File: config.mk
export PLATFORM = sky130hd
export DESIGN_NAME = product_accumulator
export DESIGN_NICKNAME = d
export VERILOG_FILES = /design/src/rtl/product_accumulator.sv
export SDC_FILE = /design/constraint.sdc
export NUM_CORES = 1
export LEC_CHECK = 0
export CAP_MARGIN = 20
export CORE_ASPECT_RATIO = 0.75
export CORE_MARGIN = 1
export CORE_UTILIZATION = 47
export DETAILED_ROUTE_END_ITERATION = 7
export PLACE_DENSITY = 0.75
export SLEW_MARGIN = 20
export SYNTH_ARGS = -nofsm -noshare
export SYNTH_HDL_FRONTEND = slang
export SYNTH_SLANG_ARGS = --single-unit
File: constraint.sdc
create_clock -name clk -period 1.72 [get_ports clk]
set_clock_uncertainty 0.05 [all_clocks]
set_input_delay 0.258 -clock clk [delete_from_list [all_inputs] [get_ports clk]]
set_output_delay 0.258 -clock clk [all_outputs]
set_load 0.03 [all_outputs]
File: src/rtl/product_accumulator.sv
// product_accumulator
//   Sums K consecutive unsigned products from the array multiplier into one
//   frame result. The frame sum is presented on a registered valid/ready port.
//
//   Ports
//     clk        rising-edge clock
//     rst_n      synchronous active-low reset
//     flush      discard the partial frame (the pending result is kept)
//     in_valid   in_prod carries a product
//     in_ready   a beat can be taken this cycle (combinational)
//     in_prod    M+N bit unsigned product
//     out_valid  out_sum/out_ovf hold a completed frame
//     out_ready  downstream takes the result
//     out_sum    frame sum modulo 2^ACC_W
//     out_ovf    frame sum did not fit in ACC_W bits
//
//   The frame position cnt is the state:
//     state | meaning
//     IDLE  | cnt == 0, the next beat starts a new frame
//     ACCUM | 0 < cnt < K, a frame is partially summed
module product_accumulator #(
  parameter int M     = 4,
  parameter int N     = 4,
  parameter int K     = 4,
  parameter int ACC_W = 10
) (
  input  logic               clk,
  input  logic               rst_n,
  input  logic               flush,
  input  logic               in_valid,
  output logic               in_ready,
  input  logic [M+N-1:0]     in_prod,
  output logic               out_valid,
  input  logic               out_ready,
  output logic [ACC_W-1:0]   out_sum,
  output logic               out_ovf
);

  localparam int CNT_W = (K > 1) ? $clog2(K) : 1;
  localparam logic [CNT_W-1:0] LAST = CNT_W'(K - 1);

  typedef enum logic {IDLE, ACCUM} phase_t;

  phase_t             phase;
  logic [CNT_W-1:0]   cnt, cnt_nxt;
  logic [ACC_W-1:0]   acc, acc_nxt;
  logic               ovf, ovf_nxt;
  logic               accept, final_beat;
  logic [ACC_W:0]     sum;

  assign phase = (cnt == '0) ? IDLE : ACCUM;

  // Only the final beat can be held off, and only while an undrained
  // result would otherwise be overwritten.
  assign in_ready   = rst_n & ~flush & ~((cnt == LAST) & out_valid & ~out_ready);
  assign accept     = in_valid & in_ready;
  assign final_beat = accept & (cnt == LAST);

  // Extra top bit is the carry out of the accumulator.
  assign sum = {1'b0, acc} + (ACC_W + 1)'(in_prod);

  always_comb begin
    cnt_nxt = cnt;
    acc_nxt = acc;
    ovf_nxt = ovf;
    if (flush) begin
      cnt_nxt = '0;
      acc_nxt = '0;
      ovf_nxt = 1'b0;
    end else if (accept) begin
      if (phase == IDLE) begin
        acc_nxt = ACC_W'(in_prod);
        ovf_nxt = 1'b0;
      end else begin
        acc_nxt = sum[ACC_W-1:0];
        ovf_nxt = ovf | sum[ACC_W];
      end
      cnt_nxt = (cnt == LAST) ? '0 : cnt + CNT_W'(1);
    end
  end

  always_ff @(posedge clk) begin
    if (!rst_n) begin
      cnt       <= '0;
      acc       <= '0;
      ovf       <= 1'b0;
      out_sum   <= '0;
      out_ovf   <= 1'b0;
      out_valid <= 1'b0;
    end else begin
      cnt <= cnt_nxt;
      acc <= acc_nxt;
      ovf <= ovf_nxt;
      // A loading final beat wins over a drain so frames run back to back.
      if (final_beat) begin
        out_sum   <= acc_nxt;
        out_ovf   <= ovf_nxt;
        out_valid <= 1'b1;
      end else if (out_valid && out_ready) begin
        out_valid <= 1'b0;
      end
    end
  end

endmodule
==> flow_results.org <==
** Cells and area
- Relative to the synthesized area, the layout overhead comes to 50.9%.
- The filler cells instantiated in the layout total 209.
- Measured on the finished design, the core utilization comes to 0.764.
- For this run, the number of standard cells in the final layout without fillers is 276.
- Number of antenna cells inserted :: 0
- Final layout net count :: 263
- Summing all non-filler instances in the final layout gives an area of 2290 µm².
- Share of layout cells above drive strength 1 :: 0.357

** Logic synthesis
- Fraction of synthesis flops using an asynchronous set or reset pin :: 0
- Counting flops and latches in the post-synthesis netlist gives 25.
- Among all flip-flop cells after synthesis, the most frequent one is dfxtp_1.
- By area the synthesized netlist is led by dfxtp_1 (33%), ha_1 (8.2%), a21oi_1 (5.3%), nand2_1 (4.9%), nand3_1 (4.0%).
- Number of flops mapped to enable cells by yosys :: 0
- Count of cell types in the netlist :: 46
- Post-Synthesis Mean Instance Area :: 8.26 µm²
- The cell count after synthesis came out at 184.
- Synth Warn # :: 0
- The synthesized design spends more area on one cell type than any other, namely dfxtp_1.
- Portion of the post-synthesis area used by sequential elements :: 0.329
- Among all cell types in the netlist, the one instantiated most often is dfxtp_1.
- Summing every instance area after synthesis gives 1520 µm².
- By count the netlist is led by dfxtp_1 (25), nand2_1 (20), a21oi_1 (16).
- The share of synthesized area in the top cell type comes to 0.329.
- The number of nets in the synthesized netlist is 208.

** Timing
- The worst path in the final design needs a cycle of 1920 ps, including I/O delays and setup.
- Number of max-slew violations in the final report :: 0
- Slew HR :: 0.734
- Unrepaired setup endpoints after global routing :: true
- Once routing completed, OpenROAD measured the worst setup slack at -200 ps.
- Dividing the final minimum period by the clock period gives 1.12.
- For the pin with the worst max-slew slack, the measured transition is 393 ps.
- The number of hold violations in the final report was 0.
- Setup violations remaining at the end of the flow were counted as 14.
- For this run, the top clock speed supported by timing is 0.521 GHz.

** GRT
- Combined global-route utilization of all metal layers :: 0.296
- Global routing finished with a remaining overflow of 0.
- The via count of the first global-routing pass is 1586.
- The initial antenna violation count is 0.
- The first global-routing pass estimated 7.52 mm of wire.
- Largest net degree at the start of global routing :: 14

** Die
- For this configuration, the core starts out at a cell density of 0.506.
- After floorplanning, the core was sized to cover 3000 µm².
- Boundary pin count :: 26
- The floorplan has 17 rows.
- DIE WIDTH :: 67.6 µm
- Area of the die :: 3470 µm²
- Die span in y :: 51.2 µm

** Route
- Post-detailed-route DRC marker count :: 0
- Number of search-and-repair iterations in the first detailed-routing pass :: 5
- In the routed layout, each cell is associated on average with a via count of 6.26.
- Count of routing violations after the opening detailed-route iteration :: 167
- The detailed router placed 1727 vias in this run.
- Wire length per cell after detailed routing :: 19.1 µm
- The final layout contains routed wiring with a total length of 5.28 mm.
- ANT nets after route :: 0

** Power
- Of the total power, combinational logic draws 0.234.
- Of the total power, registers draw 0.474.
- Dividing total power by cell area gives a power density of 546 nW/µm².
- Leakage Power :: 0.878 nW
- Clock network fraction of total power :: 0.292
- Worst ir drop on vdd :: 0.352 mV
- Switching share of total power :: 0.285
- Switching component of the power :: 0.357 mW
- Pint :: 0.896 mW

** Critical path
- Worst EP required :: 1860 ps
- Counting cells, the worst reg-to-reg path comes to 8.
- Category of the worst setup path capture point :: flip-flop
- The critical path starts at acc[0]$_SDFF_PN0_.
- Arrival time worst endpoint :: 2060 ps
- The critical path is of the flip-flop to flip-flop type.
- The worst register-to-register path ends at ovf$_SDFF_PN0_.
- Setup crit start kind :: flip-flop
- Critical path fanouts, max :: 3
- End point of the critical path :: ovf$_SDFF_PN0_
- Setup slack of the worst register-to-register path :: -200 ps
- The worst register-to-register path begins at acc[0]$_SDFF_PN0_.

** Clock network
- For the worst-skew pair, the clock arrives at the later sink with an insertion delay of 270 ps.
- TritonCTS clock tree :: built
- Clock-pin slew was measured on the worst setup and hold paths at 90 ps.
- The number of clock buffers added by TritonCTS is 3.
- CTS placed an instance of clkbuf_8 at the clock tree root.
- Clock tree synthesis found a total of 25 sinks.
- Number of H-tree levels :: 1
- The longest clock path from root to sink contains 2 buffers.

** Placed design
- During placement, the flow inserted port buffers numbering 25.
- After detailed placement, the design holds a cell count of 264.
- Summed over all nets, the half-perimeter wirelength after detailed placement is 3.25 mm.
- Post-place instance area :: 1990 µm²
- DP Worst Slack :: -627 ps
- The congestion estimate from routability-driven global placement came to 0.899.

** Outcome
- The flow ran to the end, but the final reports show violations.
- Failing checks :: setup timing

** Min path
- The path class of the tightest hold or removal check is input pin to flip-flop.

** Job
- Count of maximum capacitance violations :: 0
[cell usage in the layout, fill, tap and decap left out, drive strengths merged, types with 4 or more instances in the layout]
cell type / Yosys / final
nor2b: 7 / 7
a21o: 4 / 4
nor3: 5 / 5
a21oi: 16 / 16
nand3: 12 / 12
dfxtp: 25 / 25
dlygate4sd2: 0 / 6
nand2: 20 / 20
a31oi: 6 / 6
nand4: 5 / 5
nor2: 6 / 6
o21ai: 9 / 9
inv: 7 / 7
buf: 5 / 38
ha: 10 / 10
clkbuf: 7 / 4
o21a: 4 / 4
or3: 4 / 4
o31ai: 4 / 4
clkdlybuf4s50: 0 / 17
[final cells by class]
| class | count | area (µm²) | share of cell area |
|---|---|---|---|
| Sequential cell | 25 | 504 | 0.220 |
| Tap cell | 38 | 47.5 | 0.0207 |
| Clock buffer | 4 | 45.0 | 0.0197 |
| Timing Repair Buffer | 62 | 520 | 0.227 |
| Inverter | 7 | 26.3 | 0.0115 |
| Multi-Input combinational cell | 140 | 1150 | 0.501 |
[worst max-delay path, stage by stage, from the launching register on]
cell and delay, ps:
dfxtp_2 360, ha_4 130, inv_2 40, fa_2 370
nor2b_4 170, o2111ai_4 150, nand3_2 130, nand4_1 160
a221oi_2 280
[worst min-delay path by stage]
stage          slack [ps]                 from                       to  depth (start not counted)
4_1_cts               400                rst_n  out_sum[0]$_SDFFE_PN0P_                          2
3_3_place_gp          410  cnt[1]$_SDFFE_PP0P_      cnt[1]$_SDFFE_PP0P_                          2
3_5_place_dp          420    acc[7]$_SDFF_PN0_        acc[7]$_SDFF_PN0_                          2
5_1_grt               440                rst_n  out_sum[0]$_SDFFE_PN0P_                          2
2_1_floorplan         390           in_prod[5]  out_sum[5]$_SDFFE_PN0P_                          2
6_report              400           in_prod[7]  out_sum[7]$_SDFFE_PN0P_                          3
[per-stage QoR]
step	TNS (ps)	power [mW]	hold slack, ps
floorplan	-89.5	0.725	392
global placement	-8530	0.816	412
detailed placement	-9690	0.826	424
CTS	-523	1.20	402
global route	-2300	1.30	440
finish	-1300	1.25	404
[cell families after synthesis]
kind of cell / Yosys count / share of synthesized area
and+or+nand+nor: 67 / 0.231
muxes: 2 / 0.0140
adders and majority gates: 11 / 0.0956
AOI/OAI and AO/OA: 58 / 0.254
buffers and inverters: 19 / 0.0642
xor gates and xnor gates: 2 / 0.0115
DFF: 25 / 0.329
[power groups by stage]
stage               Combinational, mW  Clock [mW]  Sequential, mW
floorplan                       0.121           0           0.603
global placement                0.212           0           0.604
detailed placement              0.222           0           0.605
CTS                             0.245       0.363           0.592
global route                    0.308       0.396           0.595
finish                          0.293       0.365           0.594
[routing by layer]
layer,track usage,vias up,share of wire
met4,0.0887,0,0.016
met3,0.0491,10,0.060
met2,0.518,89,0.52
met5,0,-,0
li1,-,789,-
met1,0.366,839,0.41
[state kept, by name (all words and copies together) (netlist names)]
| signal | flops |
|---|---|
| acc | 10 |
| out_valid | 1 |
| out_sum | 10 |
| out_ovf | 1 |
| cnt | 2 |
| ovf | 1 |
[what timing repair did]
action                                 CTS  global route
pin swaps                               13            16
endpoints found under the hold margin    0             0
setup endpoints to repair               20            20
hold buffers                             0             0
gates cloned                             0             0
buffers inserted                         2             6
gates resized for setup                 26            23
Note: power is estimated with default switching activity, not from simulation.
